$ cat src/rtl/jpeg_out_fifo.sv
// Bus-mapped byte FIFO: BYTE/WORD stores push JPEG bytes, streamed out on a valid/ready port.
// Push-to-out_valid latency one cycle (no bypass); full FIFO drops whole stores and sets sticky overflow.
module jpeg_out_fifo #(
    parameter  int DEPTH = 16,
    localparam int CNT_W = $clog2(DEPTH) + 1
) (
    input  logic        clock,
    input  logic        nreset,
    input  logic        sel,
    input  logic        wr_en,
    input  logic [3:0]  addr,
    input  logic [31:0] wdata,
    output logic [31:0] rd_data,
    output logic [7:0]  out_data,
    output logic        out_valid,
    input  logic        out_ready
);
    localparam int PTR_W = $clog2(DEPTH);

    logic [7:0]       mem_q [DEPTH];
    logic [PTR_W-1:0] wr_ptr_q, wr_ptr_d;
    logic [PTR_W-1:0] rd_ptr_q, rd_ptr_d;
    logic [CNT_W-1:0] count_q, count_d;
    logic             overflow_q, overflow_d;

    logic [CNT_W-1:0] free;
    logic [CNT_W-1:0] n_push;
    logic             byte_wr, word_wr, stat_wr, stat_rd;
    logic             byte_ok, word_ok, pop, flush;

    assign out_valid = (count_q != '0);
    assign out_data  = mem_q[rd_ptr_q];
    assign stat_rd   = sel && (addr == 4'h8);
    assign rd_data   = stat_rd ? {overflow_q, 15'(free), 16'(count_q)} : 32'h0;

    always_comb begin
        free    = CNT_W'(DEPTH) - count_q;
        byte_wr = sel && wr_en && (addr == 4'h0);
        word_wr = sel && wr_en && (addr == 4'h4);
        stat_wr = sel && wr_en && (addr == 4'h8);
        // Space is judged on the pre-pop count, so a full FIFO rejects even when popping.
        byte_ok = byte_wr && (count_q < CNT_W'(DEPTH));
        word_ok = word_wr && (free >= CNT_W'(4));
        pop     = out_valid && out_ready;
        flush   = stat_wr && wdata[1];
        n_push  = byte_ok ? CNT_W'(1) : (word_ok ? CNT_W'(4) : '0);

        wr_ptr_d = wr_ptr_q + PTR_W'(n_push);
        rd_ptr_d = flush ? wr_ptr_q : rd_ptr_q + PTR_W'(pop);
        count_d  = flush ? '0 : count_q + n_push - CNT_W'(pop);

        overflow_d = overflow_q;
        if (stat_wr && wdata[0])
            overflow_d = 1'b0;
        else if ((byte_wr && !byte_ok) || (word_wr && !word_ok))
            overflow_d = 1'b1;
    end

    always_ff @(posedge clock) begin
        if (!nreset) begin
            wr_ptr_q   <= '0;
            rd_ptr_q   <= '0;
            count_q    <= '0;
            overflow_q <= 1'b0;
        end else begin
            wr_ptr_q   <= wr_ptr_d;
            rd_ptr_q   <= rd_ptr_d;
            count_q    <= count_d;
            overflow_q <= overflow_d;
        end
    end

    // Storage is cleared on reset so out_data reads zero afterwards.
    always_ff @(posedge clock) begin
        if (!nreset) begin
            for (int i = 0; i < DEPTH; i++)
                mem_q[i] <= 8'h00;
        end else if (byte_ok) begin
            mem_q[wr_ptr_q] <= wdata[7:0];
        end else if (word_ok) begin
            for (int i = 0; i < 4; i++)
                mem_q[wr_ptr_q + PTR_W'(i)] <= wdata[31-8*i -: 8];
        end
    end
endmodule

$ cat config.mk
export PLATFORM = sky130hd
export DESIGN_NAME = jpeg_out_fifo
export DESIGN_NICKNAME = d
export VERILOG_FILES = /design/src/rtl/jpeg_out_fifo.sv
export SDC_FILE = /design/constraint.sdc
export NUM_CORES = 1
export LEC_CHECK = 0
export ABC_AREA = 1
export ABC_CLOCK_PERIOD_IN_PS = 3090
export CORE_MARGIN = 2
export CORE_UTILIZATION = 25
export DETAILED_ROUTE_END_ITERATION = 16
export SYNTH_ARGS = -nofsm -noshare
export SYNTH_HDL_FRONTEND = slang
export SYNTH_SLANG_ARGS = --single-unit
$ cat constraint.sdc
create_clock -name clock -period 3.09 [get_ports clock]
set_clock_uncertainty 0.1 [all_clocks]
set_input_delay 0.618 -clock clock [delete_from_list [all_inputs] [get_ports clock]]
set_output_delay 0.618 -clock clock [all_outputs]
set_load 0.05 [all_outputs]
# After elaboration in Yosys (flattened, before gate mapping)
# Memories as Yosys holds them, arrays and structs flattened. A register that Yosys moved wholly into a read port is not among the register bits.
# Index checks and enable logic that the tools add are counted.
dict set report totals {
  inputBits 41
  mem_count 1
  regBits 14
  mem_bits_rw 128
  output_inout_bits 41
  word_cells 68
}
dict set report op_classes {
  n_lt_le_gt_ge 2
  n_eq_ne 2
  n_mux 26
  bitwise_logic 2
  reduce_logical 23
  addsub 8
}
# memory depth width read_ports rd_ports_with_merged_regs wr line
set memory_table {}
lappend memory_table {mem_q 16 8 1 1 16 20} ;# logic [7:0] mem_q [DEPTH];
# cell n
set op_table {}
lappend op_table {{8-bit two-way mux} 5}
lappend op_table {{32-bit two-way mux} 1}
lappend op_table {{8-bit OR reduction} 4}
lappend op_table {{4-bit two-way mux} 6}
lappend op_table {{1-bit logical AND} 12}
lappend op_table {{1-bit two-way mux} 12}
lappend op_table {{4-bit by 2-bit adder with 4-bit output, second input constant} 2}
lappend op_table {{3-bit two-way mux} 2}
lappend op_table {{5-bit by 3-bit adder with 5-bit output} 1}
lappend op_table {{5-bit by 3-bit greater-or-equal comparator with 1-bit output, second input constant} 1}
lappend op_table {{5-bit < comparator, second input constant} 1}
lappend op_table {{5-bit nonzero test} 1}
lappend op_table {{5-bit by 1-bit subtractor with 5-bit output} 1}
lappend op_table {{5-bit subtractor, first input constant} 1}
lappend op_table {{4-bit by 1-bit adder with 4-bit output} 1}
lappend op_table {{4-bit by 1-bit adder with 4-bit output, second input constant} 1}
lappend op_table {{4-bit by 3-bit adder with 4-bit output} 1}
lappend op_table {{4-bit by 3-bit equality test with 1-bit output, second input constant} 1}
lappend op_table {{4-bit equality test, second input constant} 1}
lappend op_table {{4-bit zero test} 1}
lappend op_table {{2-bit OR reduction} 2}
lappend op_table {{1-bit zero test} 2}
lappend op_table {{1-bit logical OR} 1}
lappend op_table {{1-bit inverter} 1}
lappend op_table {{1-bit bitwise OR} 1}

# Longest topological paths before layout
# Gate-level depths: netlist (run 1).
dict set report logic_depth {
  depth_word 10
  depth_mapped 18
  mapped_depth_nobuf 17
}

# Least setup slack after synthesis (run 1)
# Ideal clock, no wire load.
dict set report synth_path {
  path_type {register to register}
  from {register count_q[1]}
  to {memory mem_q[2][0] (enable)}
  path_slack_ns 0.148
  setup_time_ns 0.377
  synth_period_minus_slack_ns 2.942
  required_time_ns 2.613
  stages_incl_launch_ff 16
  arrival_time_ns 2.465
  n_path_buf 1
  cell_sequence {dfxtp_1 > inv_1 > ha_1 > inv_1 > nor3_1 > ha_1 > inv_1 > nor2_1 > nand2_2 > nand3_4 > inv_4 > nand2_2 > nor2_1 > buf_2 > nor2_1 > o2111ai_1}
}
# item line
set synth_lines {}
lappend synth_lines {{start: declaration} 23} ;# logic [CNT_W-1:0] count_q, count_d;
lappend synth_lines {{start signal: assignment} 68} ;# count_q <= count_d;
lappend synth_lines {{end: declaration} 20}

==> results of run 1 <==
worst max-delay path by stage:
stage,from,to,slack [ns],cells after the start
after floorplan,count_q[1],mem_q[2][0],0.15,15
after global placement,sel,mem_q[10][1],-0.11,8
after detailed placement,addr[1],mem_q[10][1],-0.17,9
after CTS,rd_ptr_q[0],out_data[5],-0.004,7
after global routing,count_q[0],out_valid,0.002,7
final,rd_ptr_q[0],out_data[0],-0.02,6
through the flow:
step,utilization (%),total power [mW],hold slack (ns),cells
global route,32.4,7.47,0.559,2481
detailed placement,30.8,4.97,0.477,2443
floorplan,-,3.76,0.431,1738
CTS,32.1,7.11,0.501,2475
global placement,30.8,4.94,0.482,2443
finish,32.4,7.22,0.502,2481
cell type report:
type                    count  area [um2]  area share [%]
multi-input cells        1304        6300            42.7
flip-flops and latches    142        4130            28.0
repair buffers            229        2350            16.0
well taps                 600         751            5.09
inverters                 175         659            4.47
clock buffers              18         429            2.91
clock inverters            13         139           0.941
logic make-up after synthesis:
| family | count (synthesis) | synth area share [%] |
|---|---|---|
| buf+inv | 292 | 10.9 |
| compound gates | 228 | 11.4 |
| simple gates | 1001 | 36.9 |
| flops | 142 | 35.6 |
| other cells | 1 | 0.0324 |
| xor+xnor | 3 | 0.227 |
| fa+ha+maj | 19 | 2.12 |
| mux | 32 | 2.77 |
critical path, cell delays in order, from the launching register on:
cell      delay [ns]
dfxtp_4         0.42
buf_12          0.18
o21ai_0         0.50
o211ai_1        0.39
nand3_1         0.16
nand2_1         0.12
buf_12          0.17
cells in the final DEF, fill, tap and decap left out, types with 8 or more instances in the layout:
cell type,instances
edfxtp_1,128
ha_1,18
nor2_2,27
nor3_2,9
nand2_1,693
o21ai_1,8
nand2_2,9
mux2i_1,32
a21oi_1,112
o211ai_1,33
o21ai_0,50
clkbuf_16,18
inv_1,161
nand4_1,43
buf_12,40
buf_4,143
clkdlybuf4s50_1,41
nor2_1,83
conb_1,21
dfxtp_1,12
nor3_1,14
o2111ai_1,21
nand3_1,104
sequential cells by signal, indices dropped and copies added, names as in the netlist:
name and flops:
rd_ptr_q 4, wr_ptr_q 4, count_q 5, mem_q 128
overflow_q 1
repair_timing:
item                                    4_1_cts  5_1_grt
buffers inserted                              1        6
endpoints found under the setup margin       16      207
pin swaps                                     1        2
resized for setup                             9       12
power by group:
part | internal (mW) | switching (mW) | leakage [nW] | total, mW
registers | 2.19 | 0.100 | 1.44 | 2.29
logic | 1.02 | 1.81 | 4.86 | 2.83
clock network | 1.19 | 0.904 | 0.279 | 2.09
total | 4.40 | 2.81 | 6.58 | 7.22
layer usage:
| layer | up-vias | share of wire (%) | global-route usage (%) | wire length, um |
|---|---|---|---|---|
| li1 | 5904 | - | - | - |
| met1 | 5978 | 40 | 29.5 | 21000 |
| met2 | 871 | 42 | 32.9 | 22300 |
| met3 | 199 | 12 | 4.73 | 6390 |
| met4 | 0 | 5.5 | 10.7 | 2900 |
| met5 | - | 0 | 0 | 0 |
==> impl_results.md, run 1 <==
* First-pass GRT wire length at about 77000 um
* Vias in the first global route at ~12k
* Die H at 219 um
* RSZ-0062 raised after global routing: false
* Synth area leader: edfxtp_1
* CP Class: reg2out
* Vias at 13.0k
* Hold bufs inserted after CTS at 0
* CTS Buf Count at 17
* Top_reg_cell synth: edfxtp_1
* Fill cell count at 4821
* CP Launch Type: flip-flop
* HP Start: wr_ptr_q[2]
* Most common cell in the netlist: nand2_1
* Max-slew violation count at 0
* Largest net degree at the start of global routing at 41
* CTS tree: done
* Die ar. at 48000 um2
* Post-Syn Instances at around 1.7k
* Clock tree buffer depth at 2
* Htree depth at 4
* RR Startpoint: count_q[0]
* Post-route ant nets at 0
* TritonCTS Sinks at 142
* Nets@finish at 1929
* Grt total ovfl at 0
* DRT Wirelength at 52500 um
* Clk_lat worst skew at ~0.44 ns
* Antenna Cells at 0
* Drt drc at 0
* Fmax at roughly 320 MHz
* Seq cells post-synth at approximately 140
* Failing checks: negative setup slack
* Ports at 82
* Worst Hold Endpoint: rd_ptr_q[2]
* DP HPWL at 36900 um
* Clock slew at reported path FFs at 0.06 ns
* Worst hold stages at 2
* Yosys cell types at 39
* Ys async rst share at 0%
* Setup Slack @ Placement at -0.167 ns
* Starting density of the core at 25.4%
* Die extent in x at 219 um
* Layout cell share with drive strength beyond 1 at 15.3%
* Avg WL per Cell at 21.2 um
* CP max FO at 8
* Final TNS setup at -0.0195 ns
* Drt first pass iters at 6
* Final setup fails at 1
* Post-synth top area share at approximately a third
* Post-synthesis sequential area ratio at 35.6%
* HP Class: reg2reg
* FF-to-FF path depth at 16
* Worst slew pin tran at 0.943 ns
* Fin. Hold Viols at 0
* CTS root buf: clkbuf_16
* Worst IR drop on VDD at 0.480 mV
* Static Leakage at 6.58 nW
* IO buf count at 60
* Max-Slew Margin vs Limit at a little under two fifths
* Pwr/cell area at 489 nW/um2
* RR Endpoint: mem_q[14][7]
* Synth Area per Inst at 6.74 um2
* Placeable Area at 45600 um2
* WP data arrival at 2.39 ns
* CP endpoint kind: output pin
* Outcome: finished, violations left
* Min cycle time layout at between 3 and 4 ns
* Post-Place Cell Area at 14000 um2
* Area Growth Syn to Fin at 27.5%
* Synth top cells by count: nand2_1 (694), inv_1 (162), edfxtp_1 (128)
* Slack of the critical path at -0.0195 ns
* Vias/cell at 5.22
* YS warnings at 0
* Mapped Area at 11600 um2
* Post-synth EDFFs at between 100 and 150
* Total GRT Usage at between 20% and 30%
* Design area at 14800 um2
* Antenna violations before repair at 0
* Num rows at 78
* DR iter-0 viols at 1669
* Final GP Congestion at 1.01
* Ranking of synthesized cells by area: edfxtp_1 (33%), nand2_1 (23%), inv_1 (5.3%)
* Critical path required time at 2.37 ns
* Fin crit share at 101%
* MaxCap Viol Count at 0
* Worst R2R Setup Slack at around 0.18 ns
No activity file was read; power rests on OpenSTA's default activity.
==> run 2, diff against run 1 <==
CORE_MARGIN = 5   (was 2)
RECOVER_POWER = 100   (was not set)
==> run 2 against run 1 <==
Against the previous run: the flow now finishes without violations; global-route usage fell by 2.1 points; final area fell by 1.5%; power fell by 0.83%; worst setup slack improved by 0.086 ns; register-to-register slack improved by 0.02 ns; die area rose by 5.6%; routed wire length fell by 2.9%; sequential cell count did not move; sequential share of layout area rose by 0.43 points; hold slack improved by 0.0016 ns; maximum frequency rose by 2.9%; largest cell class unchanged.
==> impl_results.md, run 2 (same netlist as run 1, synthesis figures left out) <==
* Post-route ant nets at 0
* Antenna Cells at 0
* FF+latch area at 4130 um2
* Commonest non-fill, non-tap cell in the layout: nand2_1
* Max-slew violation count at 0
* CTS Buf Count at 17
* First-pass GRT wire length at 75800 um
* Setup Slack @ Placement at -0.0710 ns
* Drt drc at 0
* Total GRT Usage at 19.7%
* FF-to-FF path depth at 15
* DR iter-0 viols at 1561
* Final total power at 7.16 mW
* RR Endpoint: mem_q[4][1]
* Fill cell count at 4842
* Top Registers: mem_q: 128 flops, count_q: 5 flops
* Vias in the first global route at 12.0k
* DP HPWL at 36200 um
* Die ar. at between 50000 and 60000 um2
* Area Growth Syn to Fin at 25.5%
* Worst IR drop on VDD at between 0.3 and 0.4 mV
* Clock tree buffer depth at 2
* Nets@finish at 1924
* Post-Place Cell Area at 14100 um2
* Largest net degree at the start of global routing at 38
* Part of the power in registers at 31.6%
* Antenna violations before repair at 2
* Biggest register: mem_q
* IO buf count at 60
* Drt first pass iters at 6
* Outcome: complete, no violations
* Layout cell share with drive strength beyond 1 at 14.5%
* Starting density of the core at about a quarter
* Max FFs per register at 128
* Design area at ~15000 um2
* Avg WL per Cell at between 20 and 25 um
* Net switching power figure at around 2.8 mW
* HP Class: reg2reg
* CTS tree: done
* Grt total ovfl at 0
* Placeable Area at approximately 46000 um2
* Ports at 82
* Die H at 225 um
* Max-Slew Margin vs Limit at between 50 and 60%
* Fin util at 31.9%
* Vias at roughly 13k
* CP max FO at 32
* WP data arrival at 2.31 ns
* Die extent in x at 225 um
* Combinational Power Share at 37.2%
* Critical path required time at approximately 2.4 ns
* Worst R2R Setup Slack at roughly 0.20 ns
* Placed Cells incl. Taps at 2437
* Pwr/cell area at 493 nW/um2
* Fmax at roughly 330 MHz
* Final GP Congestion at roughly 0.97
* MaxCap Viol Count at 0
* Pint at 4.33 mW
* Sw Ratio at 39.5%
* Slack of the critical path at 0.0667 ns
* RSZ-0062 raised after global routing: false
* Static Leakage at roughly 6.5 nW
* CTS root buf: clkbuf_16
* Min cycle time layout at 3.02 ns
* Clock slew at reported path FFs at 0.07 ns
* CP Launch Type: flip-flop
* Num rows at 78
* Fin. Hold Viols at 0
* Worst setup startpoint: rd_ptr_q[1]
* Hold bufs inserted after CTS at 0
* Clk pwr share at 31.2%
* Clk_lat worst skew at 0.44 ns
* Most frequent cells in the layout: nand2_1 (694), inv_1 (162), edfxtp_1 (128)
* Multi-input gate area at approximately 6300 um2
* TritonCTS Sinks at 142
* CP endpoint: out_data[4]
* CP Class: reg2out
* Layout Cells excl Fill at 2477
* Vias/cell at 5.19
* Htree depth at 4
* RR Startpoint: count_q[1]
* Final setup fails at 0
* Fin crit share at a little over nine tenths
* DRT Wirelength at 51000 um
* CP endpoint kind: output pin
* Worst slew pin tran at 0.678 ns
==> run 2: worst min-delay path by stage <==
stage / startpoint / end / slack [ns] / depth (start not counted)
final: overflow_q / overflow_q / 0.50 / 4
after global routing: wr_ptr_q[3] / wr_ptr_q[3] / 0.57 / 1
after CTS: overflow_q / overflow_q / 0.51 / 4
after detailed placement: overflow_q / overflow_q / 0.48 / 4
after global placement: wr_ptr_q[3] / wr_ptr_q[3] / 0.49 / 1
after floorplan: wr_ptr_q[0] / wr_ptr_q[0] / 0.43 / 3
==> run 2: final cells by class <==
cell class,count,area share [%]
timing repair buffer,224,14.4
clock buffer,17,2.93
tap,600,5.17
clock inverter,15,1.39
inverter,175,4.54
multi-input combinational,1304,43.2
sequential,142,28.4
==> run 2: critical path, stage by stage (launching register included) <==
cell      delay (ns)
dfxtp_1         0.47
inv_1           0.07
buf_4           0.26
o211ai_1        0.53
nand3_1         0.13
nand2_1         0.13
buf_2           0.27
==> run 2: routing by layer <==
metal	GRT usage, %	wire length, um
met5	0	13
met3	5.41	6470
met2	29.3	21600
met4	8.92	2600
met1	26.7	20300
==> run 2: through the flow <==
step / hold WS [ns] / TNS [ns]
floorplan: 0.431 / 0
global placement: 0.488 / -0.0958
detailed placement: 0.479 / -0.424
CTS: 0.508 / 0
global route: 0.568 / 0
finish: 0.503 / 0
==> run 2: power by group through the flow <==
stage / clock, mW / sequential, mW / combinational, mW
finish: 2.24 / 2.26 / 2.66
global placement: 0 / 2.37 / 2.60
global route: 2.35 / 2.27 / 2.83
detailed placement: 0 / 2.37 / 2.60
floorplan: 0 / 2.26 / 1.49
CTS: 2.26 / 2.31 / 2.66
==> run 2: timing repair <==
| action | CTS | global route |
|---|---|---|
| pin swaps | 0 | 1 |
| setup endpoints to repair | 4 | 220 |
| setup buffers | 1 | 7 |
| gates resized for setup | 3 | 9 |
| gates cloned | 0 | 0 |
==> run 3, diff against run 2 <==
RECOVER_POWER = 50   (was 100)
==> run 3 against run 2 <==
Against the previous run: die area is the same; final area barely moved; sequential share of layout area is essentially flat; global-route usage unchanged; non-clock buffer count unchanged; core utilization hardly changed; first-iteration DRC count stayed put; sequential cell count stayed put.
==> impl_results.md, run 3 (same netlist as run 1, synthesis figures left out) <==
* Min cycle time layout at ~3.0 ns
* Top Registers: mem_q: 128 flops, count_q: 5 flops
* Biggest register: mem_q
* Outcome: complete, no violations
* Post-route ant nets at 0
* Area Growth Syn to Fin at 25.7%
* Placed Cells incl. Taps at 2437
* Die H at 225 um
* Static Leakage at 6.50 nW
* Die ar. at 50700 um2
* RSZ-0062 raised after global routing: false
* Setup Slack @ Placement at -0.0710 ns
* Clk_lat worst skew at 0.44 ns
* RR Startpoint: count_q[1]
* Htree depth at 4
* WP data arrival at 2.31 ns
* TritonCTS Sinks at ~140
* Starting density of the core at between 20 and 30%
* Commonest non-fill, non-tap cell in the layout: nand2_1
* CP max FO at 32
* Grt total ovfl at 0
* Fin. Hold Viols at 0
* Critical path required time at 2.37 ns
* Vias in the first global route at 12.0k
* Worst setup startpoint: rd_ptr_q[1]
* HP Class: reg2reg
* Antenna Cells at 0
* Worst R2R Setup Slack at ~0.22 ns
* Pwr/cell area at 494 nW/um2
* Clock slew at reported path FFs at ~0.07 ns
* FF-to-FF path depth at 15
* Fin crit share at around 98%
* Vias/cell at 5.20
* Ports at 82
* CTS root buf: clkbuf_16
* CP endpoint kind: output pin
* DR iter-0 viols at approximately 1.6k
* Max-slew violation count at 0
* Post-Place Cell Area at around 14000 um2
* Die extent in x at 225 um
* Max FFs per register at 128
* DP HPWL at about 36000 um
* Drt drc at 0
* Largest net degree at the start of global routing at 38
* DRT Wirelength at 51100 um
* CTS tree: done
* IO buf count at 60
* CTS Buf Count at 17
* Layout Cells excl Fill at 2477
* Final GP Congestion at 0.975
* Avg WL per Cell at roughly 21 um
* Clock tree buffer depth at 2
* CP Launch Type: flip-flop
* Design area at 14500 um2
* Worst slew pin tran at approximately 0.66 ns
* CP endpoint: out_data[4]
* Fmax at 330 MHz
* First-pass GRT wire length at 75800 um
* Layout cell share with drive strength beyond 1 at roughly 15%
* CP Class: reg2out
* RR Endpoint: mem_q[4][1]
* Worst IR drop on VDD at 0.385 mV
* Most frequent cells in the layout: nand2_1 (694), inv_1 (162), edfxtp_1 (128)
* Hold bufs inserted after CTS at 0
* MaxCap Viol Count at 0
* Max-Slew Margin vs Limit at 55.8%
* Final setup fails at 0
* Antenna violations before repair at 2
* Slack of the critical path at 0.0588 ns
* Num rows at 78
* Total GRT Usage at 19.7%
* Vias at 12.9k
* Placeable Area at 45600 um2
* Fill cell count at 4841
* Drt first pass iters at 7
* Nets@finish at 1924
-- run 3: changes by cell type in the layout (fill, tap and decap cells not counted), sizes merged --
| cell | delta |
|---|---|
| clkbuf | -3 |
| buf | +3 |
-- run 3: how the worst min path moves through the flow --
stage                       end   startpoint  cells after the start  slack [ns]
floorplan           wr_ptr_q[0]  wr_ptr_q[0]                      3        0.43
global placement    wr_ptr_q[3]  wr_ptr_q[3]                      1        0.49
detailed placement   overflow_q   overflow_q                      4        0.48
CTS                  overflow_q   overflow_q                      4        0.51
global route        wr_ptr_q[3]  wr_ptr_q[3]                      1        0.57
finish               overflow_q   overflow_q                      4        0.50
-- run 3: repair_timing --
action | 4_1_cts | 5_1_grt
endpoints found under the setup margin | 4 | 220
hold endpoints to repair | 0 | 0
gates resized for setup | 3 | 9
setup buffers | 1 | 7
pin swaps | 0 | 1
-- run 3: final cells by class --
type | count | area [um2] | area share, %
Clock buffer | 17 | 425 | 2.92
Sequential cell | 142 | 4130 | 28.4
Multi-Input combinational cell | 1304 | 6270 | 43.1
Timing Repair Buffer | 224 | 2100 | 14.5
Inverter | 175 | 659 | 4.53
Clock inverter | 15 | 203 | 1.39
Tap cell | 600 | 751 | 5.16
-- run 3: power breakdown --
| group | internal [mW] | total (mW) | switching [mW] |
|---|---|---|---|
| combinational | 0.919 | 2.69 | 1.77 |
| sequential | 2.19 | 2.26 | 0.0682 |
| clock | 1.24 | 2.24 | 0.997 |
| total | 4.35 | 7.18 | 2.83 |
-- run 3: through the flow --
stage          utilization [%]  hold slack (ns)  power, mW  TNS (ns)
5_1_grt                   31.9            0.568       7.47         0
2_1_floorplan                -            0.431       3.76         0
3_5_place_dp              30.9            0.479       4.97    -0.424
4_1_cts                   32.3            0.508       7.23         0
3_3_place_gp              30.9            0.488       4.97   -0.0958
6_report                  31.9            0.503       7.18         0
-- run 3: worst max-delay path, cell delays in order (launching register included) --
cell	delay, ns
dfxtp_1	0.47
inv_1	0.07
buf_4	0.26
o211ai_1	0.54
nand3_1	0.14
nand2_1	0.13
buf_2	0.27
-- run 3: metal layers --
layer,global-route usage [%],part of all wire [%],wire length [um],up-vias
li1,-,-,-,5888
met1,26.7,39,20200,5894
met2,29.3,42,21600,893
met3,5.41,13,6670,192
met4,8.92,5.1,2610,4
met5,0,0.065,33,-
